File: src/rtl/mac_operand_sequencer.sv
// Fetches paired A/B operands from two sector memory ports and streams them to a MAC.
// Latency: RD_LAT cycles from read issue to FIFO push, plus one cycle until op_valid.
// Backpressure: op_ready stalls the FIFO head, and reads stop while FIFO plus in-flight reads is full.

module mac_operand_fifo #(
    parameter int W     = 33,
    parameter int DEPTH = 2,
    parameter int CW    = $clog2(DEPTH + 1)
) (
    input  logic          clock,
    input  logic          rst_n,
    input  logic          push_vld,
    input  logic [W-1:0]  push_dat,
    input  logic          pop_rdy,
    output logic          pop_vld,
    output logic [W-1:0]  pop_dat,
    output logic [CW-1:0] occ
);
    localparam int PW = (DEPTH > 1) ? $clog2(DEPTH) : 1;

    logic [W-1:0]  mem [DEPTH];
    logic [PW-1:0] wr_ptr;
    logic [PW-1:0] rd_ptr;
    logic          do_pop;

    function automatic logic [PW-1:0] ptr_inc(input logic [PW-1:0] p);
        return (p == PW'(DEPTH - 1)) ? '0 : p + 1'b1;
    endfunction

    assign pop_vld = (occ != '0);
    assign pop_dat = mem[rd_ptr];
    assign do_pop  = pop_vld & pop_rdy;

    always_ff @(posedge clock or negedge rst_n) begin
        if (!rst_n) begin
            wr_ptr <= '0;
            rd_ptr <= '0;
            occ    <= '0;
            for (int i = 0; i < DEPTH; i++) begin
                mem[i] <= '0;
            end
        end else begin
            if (push_vld) begin
                mem[wr_ptr] <= push_dat;
                wr_ptr      <= ptr_inc(wr_ptr);
            end
            if (do_pop) begin
                rd_ptr <= ptr_inc(rd_ptr);
            end
            case ({push_vld, do_pop})
                2'b10:   occ <= occ + CW'(1);
                2'b01:   occ <= occ - CW'(1);
                default: occ <= occ;
            endcase
        end
    end
endmodule

module mac_operand_sequencer #(
    parameter int RD_LAT     = 1,
    parameter int FIFO_DEPTH = 2
) (
    input  logic        clock,
    input  logic        rst_n,
    input  logic        start,
    input  logic [3:0]  sec_a,
    input  logic [3:0]  sec_b,
    input  logic [3:0]  base_addr,
    input  logic [4:0]  count,
    output logic [3:0]  read_add_1,
    output logic [3:0]  read_add_2,
    output logic [3:0]  read_sector_selector_1,
    output logic [3:0]  read_sector_selector_2,
    input  logic [15:0] read_data_1,
    input  logic [15:0] read_data_2,
    output logic [15:0] op_a,
    output logic [15:0] op_b,
    output logic        op_valid,
    input  logic        op_ready,
    output logic        op_last,
    output logic        busy,
    output logic        done
);
    localparam int CW = $clog2(FIFO_DEPTH + 1);

    typedef enum logic [1:0] {IDLE, ISSUE, DRAIN, FIN} state_t;

    typedef struct packed {
        logic        last;
        logic [15:0] a;
        logic [15:0] b;
    } pair_t;

    state_t        state;
    logic [4:0]    count_q;
    logic [4:0]    issued_q;
    logic [4:0]    pushed_q;
    logic [CW-1:0] occ;
    logic [CW:0]   pending;
    logic          in_flight;
    logic          issue;
    logic          push_vld;
    pair_t         push_dat;
    pair_t         head;
    logic          fifo_vld;
    logic          accept;

    // Credit check counts reads still on their way so the FIFO can never overflow.
    assign pending = {1'b0, occ} + (CW + 1)'(in_flight);
    assign issue   = (state == ISSUE) && (pending < (CW + 1)'(FIFO_DEPTH));

    generate
        if (RD_LAT == 0) begin : g_comb_rd
            assign in_flight = 1'b0;
            assign push_vld  = issue;
        end else begin : g_reg_rd
            logic rd_pend_q;
            always_ff @(posedge clock or negedge rst_n) begin
                if (!rst_n) begin
                    rd_pend_q <= 1'b0;
                end else begin
                    rd_pend_q <= issue;
                end
            end
            assign in_flight = rd_pend_q;
            assign push_vld  = rd_pend_q;
        end
    endgenerate

    assign push_dat.last = (pushed_q == count_q - 5'd1);
    assign push_dat.a    = read_data_1;
    assign push_dat.b    = read_data_2;

    mac_operand_fifo #(
        .W     ($bits(pair_t)),
        .DEPTH (FIFO_DEPTH),
        .CW    (CW)
    ) u_fifo (
        .clock    (clock),
        .rst_n    (rst_n),
        .push_vld (push_vld),
        .push_dat (push_dat),
        .pop_rdy  (op_ready),
        .pop_vld  (fifo_vld),
        .pop_dat  (head),
        .occ      (occ)
    );

    // Data lines read as zero whenever no pair is offered.
    assign op_valid = fifo_vld;
    assign op_a     = fifo_vld ? head.a : 16'd0;
    assign op_b     = fifo_vld ? head.b : 16'd0;
    assign op_last  = fifo_vld & head.last;
    assign accept   = op_valid & op_ready;

    always_ff @(posedge clock or negedge rst_n) begin
        if (!rst_n) begin
            state                  <= IDLE;
            count_q                <= '0;
            issued_q               <= '0;
            pushed_q               <= '0;
            read_add_1             <= '0;
            read_add_2             <= '0;
            read_sector_selector_1 <= '0;
            read_sector_selector_2 <= '0;
            busy                   <= 1'b0;
            done                   <= 1'b0;
        end else begin
            done <= 1'b0;
            if (push_vld) begin
                pushed_q <= pushed_q + 5'd1;
            end
            case (state)
                IDLE: begin
                    if (start) begin
                        read_sector_selector_1 <= sec_a;
                        read_sector_selector_2 <= sec_b;
                        read_add_1             <= base_addr;
                        read_add_2             <= base_addr;
                        count_q                <= count;
                        issued_q               <= '0;
                        pushed_q               <= '0;
                        busy                   <= 1'b1;
                        if (count == 5'd0) begin
                            state <= FIN;
                            done  <= 1'b1;
                        end else begin
                            state <= ISSUE;
                        end
                    end
                end
                ISSUE: begin
                    if (issue) begin
                        read_add_1 <= read_add_1 + 4'd1;
                        read_add_2 <= read_add_2 + 4'd1;
                        issued_q   <= issued_q + 5'd1;
                        if (issued_q + 5'd1 == count_q) begin
                            state <= DRAIN;
                        end
                    end
                end
                DRAIN: begin
                    if (accept && op_last) begin
                        state <= FIN;
                        done  <= 1'b1;
                    end
                end
                FIN: begin
                    state <= IDLE;
                    busy  <= 1'b0;
                end
                default: state <= IDLE;
            endcase
        end
    end
endmodule

File: config.mk
export PLATFORM = sky130hd
export DESIGN_NAME = mac_operand_sequencer
export DESIGN_NICKNAME = d
export VERILOG_FILES = /design/src/rtl/mac_operand_sequencer.sv
export SDC_FILE = /design/constraint.sdc
export NUM_CORES = 1
export LEC_CHECK = 0
export ABC_AREA = 0
export CELL_PAD_IN_SITES_DETAIL_PLACEMENT = 1
export CELL_PAD_IN_SITES_GLOBAL_PLACEMENT = 1
export CORE_UTILIZATION = 42
export CTS_BUF_LIST = sky130_fd_sc_hd__clkbuf_8
export CTS_CLUSTER_SIZE = 24
export DETAILED_ROUTE_END_ITERATION = 8
export HOLD_SLACK_MARGIN = 0.02
export PLACE_DENSITY = 0.87
export SLEW_MARGIN = 20
export SYNTH_ARGS = -nofsm -noshare
export SYNTH_HDL_FRONTEND = slang
export SYNTH_SLANG_ARGS = --single-unit
File: constraint.sdc
create_clock -name clock -period 2.25 [get_ports clock]
set_clock_uncertainty 0.1 [all_clocks]
set_input_delay 0.3375 -clock clock [delete_from_list [all_inputs] [get_ports clock]]
set_output_delay 0.3375 -clock clock [all_outputs]
set_load 0.05 [all_outputs]
* After elaboration in Yosys (flattened, before gate mapping)
Index checks and enable logic that the tools add are counted.
** Word-level totals
- Bits in registers :: 106
- Input port bits :: 53
- Output and inout port bits :: 52
- Word-level logic and storage cells :: 92
** Operators by class
- Add/subtract/negate cells :: 10
- $lt $le $gt $ge :: 4
- Eq/ne operators :: 11
- Mux-type cells :: 34
- Bitwise gates (word level) :: 4
- Reduce and logical (&&, ||, !) cells :: 13
** Operators by type and width (count)
- $mux W33 :: 4
- $bwmux W66 :: 1
- $demux W33 S1 :: 1
- $mux W16 :: 2
- $mux W5 :: 5
- $pmux W4 S2 :: 2
- $mux W4 :: 3
- $add A5 B1 Y5 const B :: 2
- $eq A5 B5 Y1 :: 2
- $mux W2 :: 5
- $pmux W5 S2 :: 1
- $add A4 B1 Y4 const B :: 2
- $pmux W2 S4 :: 1
- $reduce_bool A2 Y1 :: 4
- $eq A2 B2 Y1 const B :: 3
- $mux W1 :: 6
- $ne A2 B2 Y1 const B :: 3
- $logic_not A5 Y1 :: 1
- $sub A5 B1 Y5 const B :: 1
- $eq A2 B1 Y1 const B :: 2
- $ge A2 B2 Y1 const B :: 2
- $not A1 Y2 :: 2
- $pmux W1 S2 :: 2
- $pmux W2 S2 :: 1
- other kinds (13) :: 18

* Logic depth before layout (Yosys ltp)
Gate-level depths: netlist of run 1.
- Depth after elaboration :: 8
- Gate-level depth with buffers :: 8
- Depth with buffers taken out :: 7

* By module
A second synthesis of run 1 with hierarchy kept.
** Unflattened totals
- Cells, all modules :: 432
- Area total of the unflattened synthesis :: 5212.5 um^2
** Modules (own cells, without submodules)
- mac_operand_fifo :: times used 1, cells an instance 191, area each 3047.9 um^2, sequential area each 1751.7 um^2
- mac_operand_sequencer :: times used 1, cells an instance 241, area each 2164.6 um^2, sequential area each 900.9 um^2

* Worst setup path before layout of run 1
OpenSTA, ideal clock, no wires.
- Kind :: reg-to-reg
- From :: register state[1]
- To :: register read_add_2[2]
- Library setup time :: 0.137 ns
- Arrival time :: 1.702 ns
- Required time :: 2.013 ns
- Setup slack :: 0.310 ns
- Cell stages (with the launch flop) :: 9
- Path buffers :: 1
- Period minus slack after synthesis :: 1.940 ns
- Cells stage by stage :: dfrtp_1 inv_1 ha_1 clkbuf_1 nor2_1 a211o_4 or3_1 o21ai_0 a21oi_1
** On the way
- Word-level cells in the longest chain between the ends :: 4
- Elaborated cells on any way between the ends :: 8
- Classes of those cells :: eq/ne (3); mux (1); reduce/logical (4)
** RTL lines
- start, declared :: line 94 : state_t state;
- start signal, assigned :: line 158 : state <= IDLE;
- start signal, assigned :: line 185 : state <= FIN;
- start signal, assigned :: line 188 : state <= ISSUE;
- $eq A2 B1 Y1 :: line 110, 173
- $logic_and A1 B1 Y1 :: line 110 : assign issue = (state == ISSUE) && (pending < (CW + 1)'(FIFO_DEPTH));
- $ne A2 B2 Y1 (no line)
- $reduce_and A3 Y1 (no line)
- end signal, assigned :: line 179 : read_add_2 <= base_addr;
- end signal, assigned :: line 195 : read_add_2 <= read_add_2 + 4'd1;
- end, declared :: line 71 : output logic [3:0] read_add_2,
Parallel ways exist; a longest one is shown, timed or not.
A chain may end at the register's enable or synchronous reset.

* Final worst setup path of run 1
- From :: register u_fifo.rd_ptr
- To :: output port op_b[15]
** On the way
- Word-level cells in the longest chain between the ends :: 5
** RTL lines
- start, declared :: line 23 : logic [PW-1:0] rd_ptr;
- start signal, assigned :: line 48 : rd_ptr <= ptr_inc(rd_ptr);
- $not A1 Y2 (not written as such) :: line 31 : assign pop_dat = mem[rd_ptr];
- $mux W33 (not written as such) (3 in series) :: line 31
- $mux W16 :: line 152 : assign op_b = fifo_vld ? head.b : 16'd0;
- end, declared :: line 77 : output logic [15:0] op_b,
Every way passes these cells. The select of a mux whose other input is x is not followed.

==> results of run 1 <==
==> area by class of cell <==
type,count,share of cell area (%)
flip-flops and latches,106,38.95
multi-input cells,296,32.48
repair buffers,117,22.44
well taps,143,2.626
clock buffers,11,2.222
clock inverters,5,0.7896
inverters,9,0.4958
==> logic make-up (layout without fill, tap and decap cells) <==
kind of cell | Yosys count | after routing | share of synthesized area, %
AO/OA/AOI/OAI | 38 | 38 | 4.907
XOR/XNOR | 26 | 26 | 4.557
adder cells (fa/ha/maj) | 10 | 10 | 2.504
buffers and inverters | 30 | 142 | 2.829
flip-flops | 106 | 106 | 53.08
multiplexers | 102 | 102 | 22.03
AND/OR/NAND/NOR | 120 | 120 | 10.09
==> per-stage QoR <==
stage               worst slack (ps)  utilization, %  std cells
floorplan                      310.4               -        432
finish                         99.93           59.17        687
global route                   7.255           59.17        687
CTS                            63.20           59.17        687
detailed placement             52.17           57.30        670
global placement               104.9           57.30        670
==> cell usage after synthesis <==
master	instances	share of area [%]
a211oi_1	2	0.30
nand2_1	47	3.5
clkbuf_1	8	0.60
mux2i_1	38	7.6
or3_1	2	0.25
inv_1	9	0.68
a211o_4	1	0.35
nor2_1	48	3.6
xnor2_1	16	2.8
nand4_1	3	0.38
or4_1	1	0.15
mux2_2	64	14
a21o_1	5	0.75
nor3b_1	1	0.15
buf_2	11	1.1
nand3b_1	1	0.15
nand3_1	7	0.70
and2_0	1	0.13
dfrtp_1	106	53
and2_1	1	0.13
and2b_1	1	0.15
a221o_1	2	0.40
xor2_1	10	1.8
a21oi_1	8	0.80
buf_6	2	0.45
ha_1	10	2.5
and3_1	1	0.13
o21ai_0	17	1.7
nor2b_1	2	0.25
nor3_1	4	0.40
a211oi_2	1	0.25
a22o_1	2	0.35
==> metal layers <==
metal  track usage, %  routed length (µm)  part of all wire [%]
met5                0                   0                     0
met4            6.667                 140                   1.2
met3            4.155                 522                   4.3
met2            38.49                6277                    52
met1            26.07                5180                    43
==> critical path, delay by kind of cell (launching register included) <==
kind                   cells  cell delay, ps
flip-flops                 1             510
AND/OR/NAND/NOR            1             110
buffers and inverters      2             430
multiplexers               1             290
==> registers in the layout (all words and copies together) (netlist names) <==
register	count
issued_q	5
busy	1
read_sector_selector_1	4
count_q	5
u_fifo.mem	66
state	2
read_sector_selector_2	4
u_fifo.rd_ptr	1
pushed_q	5
done	1
read_add_2	4
u_fifo.occ	2
g_reg_rd.rd_pend_q	1
u_fifo.wr_ptr	1
read_add_1	4
==> final timing paths <==
check	from	endpoint	slack, ps	cells after the start
worst max register to register	state[0]	read_add_1[2]	200	7
worst min register to register	read_sector_selector_1[1]	read_sector_selector_1[1]	390	2
worst min-delay path	rst_n	u_fifo.mem[32]	370	2
min in group clock	read_sector_selector_1[1]	read_sector_selector_1[1]	390	2
max in group asynchronous	rst_n	u_fifo.mem[51]	1050	3
worst max-delay path	u_fifo.rd_ptr	op_b[15]	100	4
==> results.cfg, run 1 <==
[run_status]
status = complete, but fails checks
violations = DRC

[cells_and_area]
ff_latch_area_um2 = 2654
drive_gt1_share_pct = 24.08
fillers = 1204
layout_common_cells = 105 x dfrtp_1, 69 x clkdlybuf4s50_1, 64 x mux2_2, 47 x nand2_1, 46 x nor2_1
fin_area_um2 = 6814
syn_to_final_growth_pct = 36.35
multi_input_area_um2 = 2213
nNetsFinal = 602
antenna_cells = 0
layout_commonest_cell = dfrtp_1

[route]
first_pass_iters = 6
wl_per_cell_um = 17.64
routed_wirelength_um = 12120
drtIter0Drc = 145
viasPerCell = 5.262
drtAntennaViolNets = 0
drc = 22
route.vias.total = 3615

[die]
fp.dieW_um = 111.1
die_h_um = 111.1
rows = 39
coreArea_um2 = 11520
dieArea_um2 = 12340
start_util_pct = 43.39
io-pin-count = 105

[yosys]
ys_types = 32
syn_area_per_cell_um2 = 11.57
synth_nets = 495
ys_warn_count = 0
ys_ff_latch = 106
syn-cell-area_um2 = 4997
yosysSeqAreaShare_pct = 53.08
netlist_instances = 432

[timing]
drv_slew = 0
worst_pin_slew_ps = 530.0
relSlewSlack_pct = 64.56
min_period_ps = 2150
rsz0062_at_grt = no
hold_viol = 0
tns_ps = 0
fin_worst_hold_slack_ps = 367.1
period_share_pct = 95.56
fmax_ghz = 0.4651
setup_viol = 0

[clock_network]
clkSinkCount = 106
root_buffer = clkbuf_8
post_cts_resized = 0
cts_max_path_buffers = 2
cts_tree = built
postCtsHoldBufs = 1
clk_latency_ps = 370
post-cts-setup-buffer-count = 0
ctsHtreeMaxLevel = 3
cts_buffers = 9
path_clk_slew_ps = 100

[global_routing]
grt_overflow = 0
grt_pass1_wl_um = 20890
grt_start_max_net_pins = 53
track_usage_pct = 21.49
antenna_found_initial = 0
grt_pass1_vias = 4026

[worst_setup_path]
cp_common_cell = buf_12
critPathLaunchType = flip-flop
slowest_stage = dfrtp_2
cp.required_ps = 1810
cp_slowest_stage_delay_ps = 510
endpoint_kind = output port
crit_type = flip-flop to output port
critPathMaxFanout = 28
arrival_ps = 1710
cp_cell_sequence = buf_12, mux2i_1, nor2_1, buf_12

[flow_run]
maxCapViolations = 0

[placed_design]
routabilityCongestion = 0.8014
portBuffers = 104
place_area_um2 = 6599
dp_hpwl_um = 8807

[hold_path]
min_path_type = input pin to async pin
Power of run 1 is left out: the tool's default activity adds up to more than one toggle a clock period on the data nets, which glitch-free logic cannot reach.
==> run 2: changes to the inputs <==
- ABC_AREA: 0 -> not set
==> results of run 2 <==
Same layout as run 1: the final DEF is identical, and so are final timing and power.
Power of run 2 is left out for the same reason.
==> run 3: changes to the inputs <==
- ABC_AREA: not set -> 1
- ABC_CLOCK_PERIOD_IN_PS: not set -> 2250
- CORE_UTILIZATION: 42 -> 39
- TNS_END_PERCENT: not set -> 20
==> run 3 against run 2 <==
Effect of this change:
- the run now ends clean
- first-iteration DRC count rose by 50%
- setup slack gained 1.5 ps
- area after synthesis hardly changed
- count of clock-buffer cells in the layout up 1
- routed wire length grew 14%
- flip-flop and latch count did not move
- cell count increased by 30%
- die area is 7.5% higher
- via count grew 21%
- critical path type unchanged
==> results.cfg, run 3 <==
[timing]
drv_slew = 0
setup_viol = 0
relSlewSlack_pct = 62.44
fmax_ghz = 0.4654
hold_viol = 0
setup_ws_ps = 101.4
worst_pin_slew_ps = 563.5
period_share_pct = 95.49
rsz0062_at_grt = yes
min_period_ps = 2149

[yosys]
synth.largest_area_cell = dfrtp_1
async_reset_ff_share_pct = 100.0
synthTopCellsByArea = dfrtp_1 53%, nand2_1 16%, o21ai_0 8.2%, inv_1 4.8%, a21oi_1 3.9%
syn-cell-area_um2 = 4995
syn_area_per_cell_um2 = 8.108
ys_types = 27
synthFlopType = dfrtp_1
yosysSeqAreaShare_pct = 53.11
ys_warn_count = 0
ys_top_cells_by_count = 218 x nand2_1, 106 x dfrtp_1, 82 x o21ai_0
synth-edff-count = 0
synth_nets = 679
ys_ff_latch = 106
netlist_instances = 616
synth_most_common_cell = nand2_1
synth_top_area_share_pct = 53.11

[worst_setup_path]
r2r-end = read_add_2[1]
r2r.worst_path.cells = 8
r2r-start = state[1]
reg2reg_slack_ps = 280
arrival_ps = 1710
cp-endpoint = op_b[13]
startpoint = u_fifo.occ[0]
crit_type = flip-flop to output port
critPathLaunchType = flip-flop
cp.required_ps = 1810
endpoint_kind = output port
critPathMaxFanout = 11

[route]
drtIter0Drc = 218
drc = 0
routed_wirelength_um = 13760
drtAntennaViolNets = 0
first_pass_iters = 4
viasPerCell = 4.925
wl_per_cell_um = 15.46
route.vias.total = 4383

[cells_and_area]
drive_gt1_share_pct = 10.39
nNetsFinal = 780
regMostFlops = u_fifo.mem
layout_common_cells = 217 x nand2_1, 106 x dfrtp_1, 82 x o21ai_0, 69 x clkdlybuf4s50_1, 63 x inv_1
fillers = 1516
syn_to_final_growth_pct = 28.98
largest_register_ffs = 66
layout_commonest_cell = nand2_1
antenna_cells = 0

[die]
die_h_um = 115.2
io-pin-count = 105
dieArea_um2 = 13260
fp.dieW_um = 115.2
start_util_pct = 40.73
rows = 40
coreArea_um2 = 12260

[placed_design]
place_ws_ps = 166.3
dp_hpwl_um = 9680
portBuffers = 104
routabilityCongestion = 0.7902

[clock_network]
cts_tree = built
clk_latency_ps = 380
cts_max_path_buffers = 2
root_buffer = clkbuf_8
cts_buffers = 9
ctsHtreeMaxLevel = 3
clkSinkCount = 106
path_clk_slew_ps = 100

[global_routing]
grt_overflow = 0
grt_pass1_vias = 4726
antenna_found_initial = 0
grt_pass1_wl_um = 22760
track_usage_pct = 22.14
grt_start_max_net_pins = 67

[flow_run]
maxCapViolations = 0

[hold_path]
min_path_type = input pin to flip-flop

[run_status]
status = finished, final reports clean
## run 3: cell types whose count changed after synthesis, sizes merged, moves of 35 or more
cell   change
a21oi     +35
o21ai     +70
nand2    +171
inv       +57
mux2i     -38
mux2      -64
## run 3: kinds of logic (layout without fill, tap and decap cells)
group	after synthesis	in the layout	share of synthesized area (%)
compound gates	139	139	14.68
xor+xnor	11	11	1.929
fa+ha+maj	10	10	2.505
buf+inv	95	201	8.016
flops	106	106	53.11
simple gates	255	255	19.76
## run 3: through the flow
stage	TNS [ps]	std cells	cell area (µm²)	hold slack (ps)	util, %
floorplan	0	616	4995	-58.09	-
global placement	0	870	6143	249.7	50.10
detailed placement	0	870	6143	267.9	50.10
CTS	0	887	6399	366.7	52.18
global route	-9.461	890	6442	385.8	52.54
finish	0	890	6442	383.5	52.54
## run 3: area by class of cell
| cell class | instances | area (µm²) | share of cell area, % |
|---|---|---|---|
| Tap cell | 168 | 210.2 | 3.263 |
| Multi-Input combinational cell | 415 | 1949 | 30.26 |
| Sequential cell | 106 | 2653 | 41.17 |
| Clock buffer | 12 | 165.2 | 2.564 |
| Timing Repair Buffer | 118 | 1136 | 17.63 |
| Clock inverter | 4 | 72.57 | 1.126 |
| Inverter | 67 | 256.5 | 3.981 |
## run 3: critical path, cell delays in order (launching register included)
cell and delay [ps]:
dfrtp_1 480, nor2_4 340, buf_4 240, a21oi_1 70, buf_4 200
## run 3: how the worst min path moves through the flow
stage	startpoint	endpoint	slack (ps)	cells after the start
final	sec_a[1]	read_sector_selector_1[1]	380	3
after global routing	sec_b[3]	read_sector_selector_2[3]	390	3
after CTS	sec_a[1]	read_sector_selector_1[1]	370	3
after detailed placement	rst_n	u_fifo.mem[7]	270	1
after global placement	rst_n	u_fifo.mem[40]	250	1
after floorplan	rst_n	busy	-60	0
## run 3: per-layer routing
metal  vias to the layer above  part of all wire, %  global-route usage (%)
met5                         -                    0                       0
met4                         0                  1.2                   5.714
met3                        11                  3.1                   4.850
met2                        75                   51                   39.04
met1                      2147                   45                   27.46
li1                       2150                    -                       -
## run 3: repair_timing
item	in CTS	in global routing
hold buffers	1	0
resized for setup	2	2
setup endpoints to repair	1	4
pin swaps	0	0
hold endpoints to repair	38	0
buffers inserted	0	3
Power of run 3 is left out for the same reason.
